File: src/rtl/serial_adder.sv
// Bit-serial adder/subtractor: one full-adder cell and a carry register process
// WIDTH-bit operands LSB first, with valid/ready handshakes on both sides.
module serial_adder #(
  parameter int WIDTH = 8
) (
  input  logic             clk,
  input  logic             rst,
  input  logic             in_valid,
  output logic             in_ready,
  input  logic [WIDTH-1:0] a,
  input  logic [WIDTH-1:0] b,
  input  logic             sub,
  input  logic             cin,
  output logic             out_valid,
  input  logic             out_ready,
  output logic [WIDTH-1:0] sum,
  output logic             carry,
  output logic             overflow
);

  localparam int CNT_W = $clog2(WIDTH + 1);
  localparam logic [CNT_W-1:0] LAST_BIT = CNT_W'(WIDTH - 1);

  typedef enum logic [1:0] {IDLE, RUN, DONE} state_e;

  state_e             state_q, state_d;
  logic [WIDTH-1:0]   a_q, a_d;
  logic [WIDTH-1:0]   b_q, b_d;
  logic [WIDTH-1:0]   sr_q, sr_d;
  logic               c_q, c_d;
  logic [CNT_W-1:0]   cnt_q, cnt_d;
  logic [WIDTH-1:0]   sum_q, sum_d;
  logic               carry_q, carry_d;
  logic               ovf_q, ovf_d;

  logic s_bit;
  logic c_next;

  assign s_bit  = a_q[0] ^ b_q[0] ^ c_q;
  assign c_next = (a_q[0] & b_q[0]) | (a_q[0] & c_q) | (b_q[0] & c_q);

  always_comb begin
    // NOTE: every variable gets its hold value first so no path leaves it unassigned (no latches).
    state_d = state_q;
    a_d     = a_q;
    b_d     = b_q;
    sr_d    = sr_q;
    c_d     = c_q;
    cnt_d   = cnt_q;
    sum_d   = sum_q;
    carry_d = carry_q;
    ovf_d   = ovf_q;

    unique case (state_q)
      IDLE: begin
        if (in_valid) begin
          // Subtraction is a + ~b + 1: invert b here and seed the carry with 1.
          a_d     = a;
          b_d     = b ^ {WIDTH{sub}};
          c_d     = sub | cin;
          cnt_d   = '0;
          state_d = RUN;
        end
      end
      RUN: begin
        a_d             = a_q >> 1;
        b_d             = b_q >> 1;
        c_d             = c_next;
        sr_d            = sr_q >> 1;
        sr_d[WIDTH-1]   = s_bit;
        cnt_d           = cnt_q + CNT_W'(1);
        if (cnt_q == LAST_BIT) begin
          // c_q is the carry into the MSB on this final step.
          sum_d   = sr_d;
          carry_d = c_next;
          ovf_d   = c_q ^ c_next;
          state_d = DONE;
        end
      end
      DONE: begin
        if (out_ready) state_d = IDLE;
      end
      default: state_d = IDLE;
    endcase
  end

  // NOTE: state registers use non-blocking assignments so all flops update together at the edge.
  always_ff @(posedge clk) begin
    if (rst) begin
      state_q <= IDLE;
      a_q     <= '0;
      b_q     <= '0;
      sr_q    <= '0;
      c_q     <= 1'b0;
      cnt_q   <= '0;
      sum_q   <= '0;
      carry_q <= 1'b0;
      ovf_q   <= 1'b0;
    end else begin
      state_q <= state_d;
      a_q     <= a_d;
      b_q     <= b_d;
      sr_q    <= sr_d;
      c_q     <= c_d;
      cnt_q   <= cnt_d;
      sum_q   <= sum_d;
      carry_q <= carry_d;
      ovf_q   <= ovf_d;
    end
  end

  assign in_ready  = !rst && (state_q == IDLE);
  assign out_valid = (state_q == DONE);
  assign sum       = sum_q;
  assign carry     = carry_q;
  assign overflow  = ovf_q;

endmodule

File: config.mk
export PLATFORM = sky130hd
export DESIGN_NAME = serial_adder
export DESIGN_NICKNAME = d
export VERILOG_FILES = /design/src/rtl/serial_adder.sv
export SDC_FILE = /design/constraint.sdc
export NUM_CORES = 1
export LEC_CHECK = 0
export ABC_AREA = 1
export ABC_CLOCK_PERIOD_IN_PS = 1570
export BUFFER_PORTS_ARGS = -buffer_cell sky130_fd_sc_hd__buf_2
export CORE_UTILIZATION = 40
export DETAILED_ROUTE_END_ITERATION = 7
export GPL_ROUTABILITY_DRIVEN = 0
export HOLD_SLACK_MARGIN = 0.08
export SYNTH_ARGS = -nofsm -noshare
export SYNTH_HDL_FRONTEND = slang
export SYNTH_SLANG_ARGS = --single-unit
File: constraint.sdc
create_clock -name clk -period 1.57 [get_ports clk]
set_input_delay 0.157 -clock clk [delete_from_list [all_inputs] [get_ports clk]]
set_output_delay 0.157 -clock clk [all_outputs]
set_load 0.005 [all_outputs]
# After elaboration in Yosys (flattened, before gate mapping)
# Index checks and enable logic that the tools add are counted.
dict set report totals {
  regBits 41
  latch_bits 0
  ramBits 0
  rom_bits 0
  input_bits 22
  output_inout_bits 12
  wordCells 45
  n_memories 0
}
dict set report op_classes {
  add_sub_neg 1
  multipliers 0
  div_mod_pow 0
  n_lt_le_gt_ge 0
  n_eq_ne 6
  shifts 0
  n_mux 12
  bitwise_logic 10
  reduce_logical 7
}
# cell n
set ops {}
lappend ops {{8-bit one-hot mux with 2 select lines} 2}
lappend ops {{8-bit 2-to-1 mux} 2}
lappend ops {{4-bit one-hot mux with 2 select lines} 1}
lappend ops {{8-bit bitwise XOR} 1}
lappend ops {{2-bit 2-to-1 mux} 3}
lappend ops {{2-bit one-hot mux with 3 select lines} 1}
lappend ops {{4-bit by 1-bit adder with 4-bit output, second input constant} 1}
lappend ops {{4-bit by 3-bit equality test with 1-bit output, second input constant} 1}
lappend ops {{4-bit 2-to-1 mux} 1}
lappend ops {{2-bit != test, second input constant} 2}
lappend ops {{2-bit AND reduction} 2}
lappend ops {{1-bit bitwise AND} 3}
lappend ops {{1-bit bitwise OR} 3}
lappend ops {{3-bit AND reduction} 1}
lappend ops {{1-bit bitwise XOR} 3}
lappend ops {{2-bit by 1-bit equality test with 1-bit output, second input constant} 1}
lappend ops {{2-bit equality test, second input constant} 1}
lappend ops {{2-bit zero test} 1}
lappend ops {{2-bit by 1-bit != test with 1-bit output, second input constant} 1}
lappend ops {{1-bit one-hot mux with 2 select lines} 1}
lappend ops {{2-bit nonzero test} 1}
lappend ops {{1-bit logical AND} 1}
lappend ops {{1-bit zero test} 1}
lappend ops {{1-bit 2-to-1 mux} 1}

# Depth between registers and ports, before layout
# Gate-level depths: netlist (run 1).
dict set report depth {
  depth_word 4
  mapped_depth 8
  ltp_nobuf 8
}

# Least setup slack after synthesis (run 1)
# Ideal clock, no wire load.
dict set report synth_path {
  kind {reg-to-reg}
  start {register cnt_q[0]}
  end {register sum_q[5], in the netlist sum[5]}
  setup_ns 0.116
  t_arrival_ns 1.118
  t_required_ns 1.454
  path_slack_ns 0.336
  stages_incl_launch_ff 8
  n_path_buf 1
  period_less_slack_ns 1.234
  cell_sequence {dfxtp_1 -> ha_1 -> nand2_1 -> nor2_1 -> nand2_4 -> buf_6 -> o21ai_0 -> nor2_1}
}
dict set report synth_between {
  elab_chain_cells 2
}
# item line_no
set synth_rtl {}
lappend synth_rtl {{start, declared} 31} ;# logic [CNT_W-1:0] cnt_q, cnt_d;
lappend synth_rtl {{start signal, assigned} 105} ;# cnt_q <= cnt_d;
lappend synth_rtl {{4-bit by 3-bit equality test with 1-bit output} 72} ;# if (cnt_q == LAST_BIT) begin
lappend synth_rtl {{2-bit AND reduction (no source line)} n/a}
lappend synth_rtl {{end signal, assigned} 106} ;# sum_q <= sum_d;
lappend synth_rtl {{end, declared} 32} ;# logic [WIDTH-1:0] sum_q, sum_d;
# No other way between the ends.
# A chain may end at the register's enable or synchronous reset.

# Final worst setup path (run 1)
dict set report layout_path {
  start {register cnt_q[0]}
  end {register ovf_q, in the netlist overflow}
}
dict set report layout_between {
  elab_chain_cells 2
}
# item line_no
set layout_rtl {}
lappend layout_rtl {{4-bit by 3-bit equality test with 1-bit output} 72}
lappend layout_rtl {{2-bit AND reduction (no source line)} n/a}
lappend layout_rtl {{end signal, assigned} 108} ;# ovf_q <= ovf_d;
lappend layout_rtl {{end, declared} 34} ;# logic ovf_q, ovf_d;
# No other way between the ends.

==> impl_results.md, run 1 <==
* Vias in the first global route at 1574
* Fin nets at 339
* Diodes inserted at 0
* PostCTS Resize Cnt at 0
* Dpl cells at 360
* Fin crit share at 84.24%
* Initial Util at 42.29%
* Multi-input logic area at 875.8 µm²
* Total grt overflow at 0
* Critical Path RT at 1.77 ns
* Max-cap viol count at 0
* Crit. End Element: flop
* WP data arrival at 1.52 ns
* DP HPWL at 2.748 mm
* Worst path bufs/invs at 1
* Clk_lat worst skew at 0.29 ns
* Switching power at 544.1 µW
* Synth top area cells: dfxtp_1, nand2_1, nor2_1
* Switching Fraction at 23.97%
* Initial drt markers at 56
* Mapped Area at 1867 µm²
* Commonest cells after routing, fill and taps aside: nand2_1, nor2_1, dfxtp_1
* Placed Area at 2074 µm²
* Mean number of vias per cell at 4.625
* RSZ-0062 raised after global routing: false
* Seq/Total Area, Yosys at 42.90%
* Fin. Hold Viols at 0
* Initial antenna violation count at 0
* Largest net degree at the start of global routing at 29
* Die H at 70.32 µm
* Max stage delay cell, worst path: dfxtp_1
* DRC at 0
* Setup violators final at 0
* Total track usage at 17.08%
* Root buf cell: clkbuf_8
* Top delay family on crit path: simple AND/OR/NAND/NOR gates
* Avg WL per Cell at 10.43 µm
* Status: finished, final reports clean
* Normalized max-slew margin at 80.55%
* Post CTS Setup Buffer Count at 0
* Area leader, netlist: dfxtp_1
* Fraction of power consumed by the clock network at 40.4%
* Final setup TNS at 0 ns
* Setup slack, reg-to-reg at 0.25 ns
* CTS H-tree depth at 2
* Post-synthesis xor/xnor area fraction at 0.9383%
* Setup Skew at 0.003484 ns
* Part of the power in registers at 48.1%
* CP max FO at 11
* Most common cell after layout, fill and taps aside: nand2_1
* Area Growth Syn to Fin at 18.03%
* Hold Buf Count CTS at 0
* Port Buffer Count at 33
* Design Area, Final at 2203 µm²
* Peak VDD IR at 0.0004596 V
* Clock sinks at 40
* Mapped Avg Cell Area at 6.691 µm²
* Max Root-Sink Buffers at 2
* Largest family of logic cells by synthesized area: simple AND/OR/NAND/NOR gates
* Mux contribution to synthesized area at 0%
* Synth Area in Adders at 1.743%
* Power density over the cells at 1030 nW/µm²
* Final Total Pwr at 2271 µW
* Synth top area share at 42.90%
* Fin util at 49.92%
* Worst Max-Slew Pin Slew at 0.2907 ns
* CP Class: reg2reg
* # fillers at 496
* Vias at 1702
* DIE WIDTH at 70.32 µm
* TritonCTS clock tree: done
* Unique masters post-synth at 22
* Ys Warns at 0
* Pleak at 0.001130 µW
* Layout cells sized above 1 at 17.72%
* Worst stage delay on the critical path at 0.37 ns
* Worst path cell trace: ha_1 > nand2_1 > nor2_2 > nand2_4 > inv_2 > nand2_1 > nand2_1 > nor2_1
* Antenna viol nets, final at 0
* Mapped Nets at 303
* Most frequent cell on the critical path: nand2_1
* Yosys reg bits at 40
* TritonCTS Buffers at 5
* Register area at 800.8 µm²
* First-pass GRT wire length at 6.782 mm
* Rows at 24
* Routed WL at 3.838 mm
* Simple-Gate Fraction of Synth Area at 37.13%
* Compound-Gate Fraction of Synth Area at 6.971%
* Fmax at 756.1 MHz
* Int Pwr at 1726 µW
* DIE AREA at 4944 µm²
* Slew Limit Fails at 0
* Mapped Cells at 279
* Logic pwr share at 11.5%
* Startpoint types: flop
* Class of the worst hold path: in2reg
* Min Tclk post-route at 1.323 ns
* Placeable Area at 4414 µm²
* Post-Layout Cell Count at 368
* Worst-path clk slew at 0.08 ns
* # IOs at 34
* DRT Pass-1 Iters at 4
cells in the mapped netlist, drive strengths merged:
library cell,count
nand2,73
nor2,65
dfxtp,40
nand3,31
inv,27
o21ai,19
buf,9
a21oi,7
clkbuf,3
clkinv,1
fa,1
ha,1
xnor2,1
xor2,1
area by class of cell:
type	instances	share of cell area (%)
repair buffers	41	10.22
clock buffers	7	4.373
well taps	52	2.953
clock inverters	1	1.363
multi-input cells	199	39.75
inverters	28	4.997
flip-flops and latches	40	36.34
per-layer routing:
layer  wire, µm  GRT usage, %
met1       1908         21.38
met2       1729         27.72
met3        139         4.618
met4         60         6.667
met5          0             0
worst paths after layout:
| check | to | from | cells after the start |
|---|---|---|---|
| hold reg to reg | sum[3] | sum[3] | 2 |
| setup reg to reg | overflow | cnt_q[0] | 8 |
| setup / recovery | overflow | cnt_q[0] | 8 |
| hold / removal | a_q[7] | a[7] | 3 |
sequential cells by signal (all words and copies together), names as in the netlist:
name / count
a_q: 8
b_q: 8
sum: 8
sr_q: 7
cnt_q: 4
state_q: 2
c_q: 1
carry: 1
overflow: 1
power by group through the flow:
stage	Clock, µW	Combinational [µW]	Sequential (µW)
after floorplan	0	188	1110
after global placement	0	260	1120
after detailed placement	0	264	1120
after CTS	937	264	1090
after global routing	978	305	1100
final	918	260	1090
cells by family after synthesis:
| group | after synthesis |
|---|---|
| DFF | 40 |
| AOI/OAI and AO/OA | 26 |
| buffers and inverters | 40 |
| adders and majority gates | 2 |
| xor gates and xnor gates | 2 |
| and+or+nand+nor | 169 |
per-stage QoR:
| stage | worst slack (ns) | hold slack, ns |
|---|---|---|
| final | 0.2474 | 0.1136 |
| after global routing | 0.06088 | 0.1288 |
| after CTS | 0.1565 | 0.1079 |
| after detailed placement | 0.1692 | 0.4232 |
| after global placement | 0.2235 | 0.4152 |
| after floorplan | 0.3362 | 0.2261 |
worst reg2reg max path, stage by stage, from the launching register on:
cell     delay [ns]
dfxtp_1        0.37
ha_1           0.18
nand2_1        0.08
nor2_2         0.16
nand2_4        0.12
inv_2          0.17
nand2_1        0.07
nand2_1        0.06
nor2_1         0.04
No activity file was read; power rests on OpenSTA's default activity.
==> inputs of run 2 (changes only) <==
--- a/config.mk
+++ b/config.mk
@@ -5,8 +5,8 @@
 export SDC_FILE = /design/constraint.sdc
 export NUM_CORES = 1
 export LEC_CHECK = 0
-export ABC_AREA = 1
-export ABC_CLOCK_PERIOD_IN_PS = 1570
+export ABC_AREA = 0
+export ABC_CLOCK_PERIOD_IN_PS = 1200
 export BUFFER_PORTS_ARGS = -buffer_cell sky130_fd_sc_hd__buf_2
 export CORE_UTILIZATION = 40
 export DETAILED_ROUTE_END_ITERATION = 7
==> constraint.sdc (replaced) <==
create_clock -name clk -period 1.2 [get_ports clk]
set_input_delay 0.12 -clock clk [delete_from_list [all_inputs] [get_ports clk]]
set_output_delay 0.12 -clock clk [all_outputs]
set_load 0.005 [all_outputs]
==> run 2 against run 1 <==
The run now ends with negative setup slack left. Clock-buffer cell count shrank 2. Sequential power grew 31%. Final area grew 11%.
==> impl_results.md, run 2 <==
* Avg WL per Cell at 13.07 µm (+25%)
* Routed WL at 4.027 mm (+4.9%)
* Multi-input logic area at 972.2 µm² (+11%)
* Synth top area share at 44.05% (+1.2 points)
* # IOs at 34 (unchanged)
* Rows at 24 (unchanged)
* Worst Setup Slack, final at -0.01055 ns (-0.2580 ns)
* Max stage delay cell, worst path: dfxtp_4
* Commonest cells after routing, fill and taps aside: dfxtp_1, buf_2, buf_4
* Top_reg_cell synth: dfxtp_1
* DP HPWL at 2.609 mm (-5.1%)
* Met3 Track Usage GR at 4.942% (+0.32 points)
* CP max FO at 8 (-3)
* CTS H-tree depth at 2 (unchanged)
* Hold Buf Count CTS at 0 (unchanged)
* Slew Limit Fails at 0 (unchanged)
* DIE WIDTH at 69.42 µm (-1.3%)
* Max-cap viol count at 0 (unchanged)
* Placeable Area at 4354 µm² (-1.4%)
* Peak VDD IR at 0.0005013 V (+9.1%)
* Dpl cells at 293 (-19%)
* Worst stage delay on the critical path at 0.35 ns (-0.02 ns)
* Port Buffer Count at 33 (unchanged)
* Status: complete, but fails checks
* Clk_lat worst skew at 0.29 ns (about the same)
* Placed Area at 2126 µm² (+2.5%)
* Mapped Nets at 225 (-26%)
* Mean number of vias per cell at 5.279 (+14%)
* Unique masters post-synth at 42 (+91%)
* Area leader, netlist: dfxtp_1
* Min Tclk post-route at 1.211 ns (-0.1120 ns)
* Synth top area cells: dfxtp_1, a21oi_1, o21ai_0
* Vias at 1626 (-4.5%)
* Initial drt markers at 91 (+63%)
* Design Area, Final at 2455 µm² (+11%)
* Post-Layout Cell Count at 308 (-16%)
* Setup violators final at 2 (+2)
* WP data arrival at 1.43 ns (-0.09 ns)
* Die H at 69.42 µm (-1.3%)
* Cell depth of the worst hold path at 3 (unchanged)
* Final Total Pwr at 2943 µW (+30%)
* Post-synth EDFFs at 0 (unchanged)
* Fin nets at 279 (-18%)
* Yosys reg bits at 40 (unchanged)
* Pleak at 0.0009562 µW (-15%)
* DIE AREA at 4818 µm² (-2.5%)
* Register area at 813.3 µm² (+1.6%)
* Class of the worst hold path: in2reg
* Pre-CTS WS at -0.04539 ns (-0.2146 ns)
* Synth top cells by count: dfxtp_1, a21oi_1, nand2_1, o21ai_0, nand3_1
* Failing checks: negative setup slack
* FF-to-FF path depth at 5 (-3)
* Critical Path RT at 1.42 ns (-0.35 ns)
* Mapped Avg Cell Area at 9.045 µm² (+35%)
* Antenna viol nets, final at 0 (unchanged)
* Startpoint types: flop
* Initial antenna violation count at 0 (unchanged)
* Worst path cell trace: buf_6 > nor2b_4 > clkbuf_16 > a22oi_2 > o22ai_1
* Most common cell in the netlist: dfxtp_1
* Power density over the cells at 1199 nW/µm² (+16%)
* Fin. Hold Viols at 0 (unchanged)
* DRT Pass-1 Iters at 4 (unchanged)
* Ys Warns at 0 (unchanged)
* Fmax at 826.1 MHz (+9.3%)
* Clock sinks at 40 (unchanged)
* # fillers at 386 (-22%)
* Root buf cell: clkbuf_8
* Total track usage at 17.42% (+0.34 points)
* TritonCTS Buffers at 5 (unchanged)
* Fraction of registers with async set/reset at 0% (unchanged)
* Worst Max-Slew Pin Slew at 0.2328 ns (-0.05788 ns)
* Area Growth Syn to Fin at 35.03%
* Crit. End Element: flop
* Total grt overflow at 0 (unchanged)
* RSZ-0062 raised after global routing: true
* Layer with the highest usage: met2
* Most common cell after layout, fill and taps aside: dfxtp_1
* First-pass GRT wire length at 6.693 mm (-1.3%)
* TritonCTS clock tree: done
* Normalized max-slew margin at 84.46% (+3.9 points)
* Mapped Cells at 201 (-28%)
* Fin crit share at 100.9% (+17 points)
* Setup Skew at 0.004675 ns (+0.001191 ns)
* Initial Util at 41.75% (-0.54 points)
* CP Class: reg2reg
* Vias in the first global route at 1468 (-6.7%)
* DRC at 0 (unchanged)
* Largest net degree at the start of global routing at 28 (-3.4%)
* Mapped Area at 1818 µm² (-2.6%)
* Diodes inserted at 0 (unchanged)
* Worst-path clk slew at 0.08 ns (about the same)
* Max Root-Sink Buffers at 2 (unchanged)
* Layout cells sized above 1 at 42.19% (+24 points)
* Global Route met1 Usage at 23.76% (+2.4 points)
* Met2 Usage GRT at 25.67% (-2.1 points)
* Seq/Total Area, Yosys at 44.05% (+1.2 points)
## run 2: cell types whose count changed in the layout (fill, tap and decap cells not counted), sizes merged, moves of 9 or more
cell,previous run,this run
o22ai,0,9
inv,27,4
nand3,31,14
a22oi,0,9
nand2,73,17
a21oi,7,25
nor2,65,9
buf,41,62
## run 2: final cells by class
class | count | area share [%]
Multi-Input combinational cell | 140 | 39.60
Timing Repair Buffer | 64 | 19.27
Tap cell | 52 | 2.650
Clock inverter | 3 | 1.733
Clock buffer | 5 | 2.803
Sequential cell | 40 | 33.13
Inverter | 4 | 0.8155
## run 2: where the power goes
part	total [µW]	switching, µW	internal (µW)
combinational	420	203	217
sequential	1430	43.6	1380
clock	1100	481	615
## run 2: path summary, 6_finish.rpt
check	startpoint	endpoint	slack (ns)
min reg2reg	sr_q[1]	sum[0]	0.47
max	state_q[0]	b_q[1]	-0.01
min	b[6]	b_q[6]	0.09
max reg2reg	state_q[0]	b_q[1]	-0.01
## run 2: repair_timing
| item | in CTS | in global routing |
|---|---|---|
| gates resized for setup | 14 | 23 |
| endpoints found under the setup margin | 28 | 25 |
| buffers inserted | 3 | 2 |
| pin swaps | 1 | 13 |
| gates cloned | 0 | 2 |
## run 2: logic make-up (layout without fill, tap and decap cells)
group | count (synthesis) | count (layout) | share of synthesized area [%]
AOI/OAI and AO/OA | 77 | 77 | 27.12
xor gates and xnor gates | 9 | 9 | 4.336
adders and majority gates | 2 | 2 | 1.789
buffers and inverters | 21 | 76 | 7.845
DFF | 40 | 40 | 44.05
and+or+nand+nor | 52 | 52 | 14.87
## run 2: metal layers
metal	routed length (µm)	vias up
li1	-	838
met1	2062	748
met2	1774	34
met3	132	6
met4	58	0
met5	0	-
## run 2: per-stage QoR
stage | setup TNS, ns | utilization (%) | hold slack [ns]
after floorplan | 0 | - | 0.2834
after global placement | -0.1200 | 48.82 | 0.3895
after detailed placement | -0.2891 | 48.82 | 0.4018
after CTS | -0.01152 | 52.84 | 0.08361
after global routing | -0.8569 | 56.38 | 0.08791
final | -0.01153 | 56.38 | 0.09378
## run 2: critical path, delay by kind of cell, from the launching register on
kind / cells / cell delay [ns]
compound gates: 2 / 0.22
simple gates: 1 / 0.25
buf+inv: 2 / 0.32
flops: 1 / 0.35
==> inputs of run 3 (changes only) <==
--- a/config.mk
+++ b/config.mk
@@ -7,7 +7,7 @@
 export LEC_CHECK = 0
 export ABC_AREA = 0
 export ABC_CLOCK_PERIOD_IN_PS = 1200
-export BUFFER_PORTS_ARGS = -buffer_cell sky130_fd_sc_hd__buf_2
+export BUFFER_PORTS_ARGS = -buffer_cell sky130_fd_sc_hd__clkbuf_2
 export CORE_UTILIZATION = 40
 export DETAILED_ROUTE_END_ITERATION = 7
 export GPL_ROUTABILITY_DRIVEN = 0
==> run 3 against run 2 <==
The flow now finishes without violations. Cell count did not move. Combinational power fell by 4%. Clock skew grew 0.0021 ns. Maximum frequency grew 1.7%. Register-to-register slack better by 0.03 ns. Non-clock buffer count unchanged. Critical path depth down 2. Via count decreased by 2.2%. Critical endpoint is now in_ready. Largest cell class unchanged. Highest routed layer unchanged.
==> impl_results.md, run 3 (synthesized netlist as in run 2, its figures left out) <==
* Fin util at 54.48% (-1.9 points)
* # IOs at 34 (unchanged)
* Design Area, Final at 2372 µm² (-3.4%)
* Setup Skew at 0.006778 ns (+0.002103 ns)
* Vias at 1591 (-2.2%)
* Fmax at 840.4 MHz (+1.7%)
* Most common cell after layout, fill and taps aside: dfxtp_1
* # fillers at 425 (+10%)
* Max-cap viol count at 0 (unchanged)
* Total grt overflow at 0 (unchanged)
* Final Total Pwr at 2778 µW (-5.6%)
* Rows at 24 (unchanged)
* CP max FO at 6 (-2)
* TritonCTS Buffers at 5 (unchanged)
* Diodes inserted at 0 (unchanged)
* Max stage delay cell, worst path: dfxtp_4
* DIE AREA at 4818 µm² (unchanged)
* Final setup TNS at 0 ns (+0.01153 ns)
* DP HPWL at 2.697 mm (+3.4%)
* Placeable Area at 4354 µm² (unchanged)
* Fin crit share at 99.16% (-1.7 points)
* Pleak at 0.0009410 µW (-1.6%)
* CTS H-tree depth at 2 (unchanged)
* Antenna viol nets, final at 0 (unchanged)
* Placed Area at 2111 µm² (-0.71%)
* Routed WL at 4.051 mm (+0.60%)
* Root buf cell: clkbuf_8
* Min Tclk post-route at 1.190 ns (-0.02064 ns)
* Die H at 69.42 µm (unchanged)
* Critical Path RT at 1.08 ns (-0.34 ns)
* RSZ-0062 raised after global routing: true
* Status: finished, final reports clean
* Clk_lat worst skew at 0.29 ns (about the same)
* Mean number of vias per cell at 5.166 (-2.2%)
* Normalized max-slew margin at 83.46% (-1.0 points)
* Clock sinks at 40 (unchanged)
* Commonest cells after routing, fill and taps aside: dfxtp_1, clkbuf_2, buf_4
* Initial antenna violation count at 0 (unchanged)
* Peak VDD IR at 0.0006506 V (+30%)
* Port Buffer Count at 33 (unchanged)
* Total track usage at 17.46% (+0.039 points)
* Fin. Hold Viols at 0 (unchanged)
* WP data arrival at 1.07 ns (-0.36 ns)
* Crit. End Element: output port
* Worst-path clk slew at 0.07 ns (about the same)
* Hold Buf Count CTS at 0 (unchanged)
* Hold WS at 0.09100 ns (-0.002780 ns)
* Area Growth Syn to Fin at 30.49%
* Avg WL per Cell at 13.15 µm (+0.60%)
* Worst stage delay on the critical path at 0.37 ns (+0.02 ns)
* Startpoint types: flop
* CP Class: reg2out
* DRC at 0 (unchanged)
* DRT Pass-1 Iters at 4 (unchanged)
* Worst Max-Slew Pin Slew at 0.2482 ns (+0.01535 ns)
* Initial Util at 41.75% (unchanged)
* Layout cells sized above 1 at 39.06% (-3.1 points)
* DIE WIDTH at 69.42 µm (unchanged)
* Slew Limit Fails at 0 (unchanged)
* Power density over the cells at 1171 nW/µm² (-2.3%)
* First-pass GRT wire length at 6.775 mm (+1.2%)
* Vias in the first global route at 1523 (+3.7%)
* Max Root-Sink Buffers at 2 (unchanged)
* Class of the worst hold path: in2reg
* Fin nets at 280 (+0.36%)
* Initial drt markers at 83 (-8.8%)
* Largest net degree at the start of global routing at 20 (-29%)
* TritonCTS clock tree: done
* Worst path cell trace: buf_6 > nor3_2 > buf_2
* Setup violators final at 0 (-2)
## run 3: cell types whose count changed in the layout (fill, tap and decap cells not counted), sizes merged
cell | previous run | this run
clkinv | 1 | 0
bufinv | 1 | 0
and3b | 1 | 2
clkinvlp | 1 | 0
buf | 62 | 33
clkbuf | 7 | 38
## run 3: final cells by class
class	instances	area, µm²	area share (%)
clock buffers	7	96.34	4.061
multi-input cells	141	943.4	39.77
repair buffers	64	437.9	18.46
inverters	4	17.52	0.7384
flip-flops and latches	40	812.0	34.23
well taps	52	65.06	2.743
## run 3: worst paths after layout
kind | cells past startpoint | endpoint | slack (ns) | startpoint
setup / recovery | 3 | in_ready | 0.01 | state_q[0]
hold / removal | 3 | b_q[6] | 0.09 | b[6]
setup reg to reg | 3 | sum[7] | 0.02 | b_q[0]
hold reg to reg | 2 | sum[4] | 0.46 | sum[4]
## run 3: report_power, final
part	internal (µW)	total (µW)	leakage, µW	switching [µW]
clock	512	948	0.0000503	436
sequential	1380	1430	0.000329	41.8
combinational	206	404	0.000562	198
## run 3: per-stage QoR
step	setup slack (ns)	std cells
after floorplan	0.007008	201
after global placement	-0.1004	291
after detailed placement	-0.1050	291
after CTS	0.0004904	302
after global routing	-0.01755	308
final	0.01008	308
## run 3: what timing repair did
| item | in CTS | in global routing |
|---|---|---|
| endpoints found under the hold margin | 0 | 0 |
| pin swaps | 1 | 6 |
| resized for setup | 11 | 31 |
| gates cloned | 0 | 3 |
| setup endpoints to repair | 31 | 25 |
| buffers inserted | 4 | 3 |
## run 3: metal layers
metal	track usage [%]	wire (µm)	vias up
li1	-	-	836
met1	23.18	1997	723
met2	27.72	1883	25
met3	4.070	115	7
met4	6.122	55	0
met5	0	0	-
## run 3: worst max-delay path: cells and delay by family (launching register included)
kind	cells	cell delay (ns)
flops	1	0.37
buf+inv	2	0.26
simple gates	1	0.15
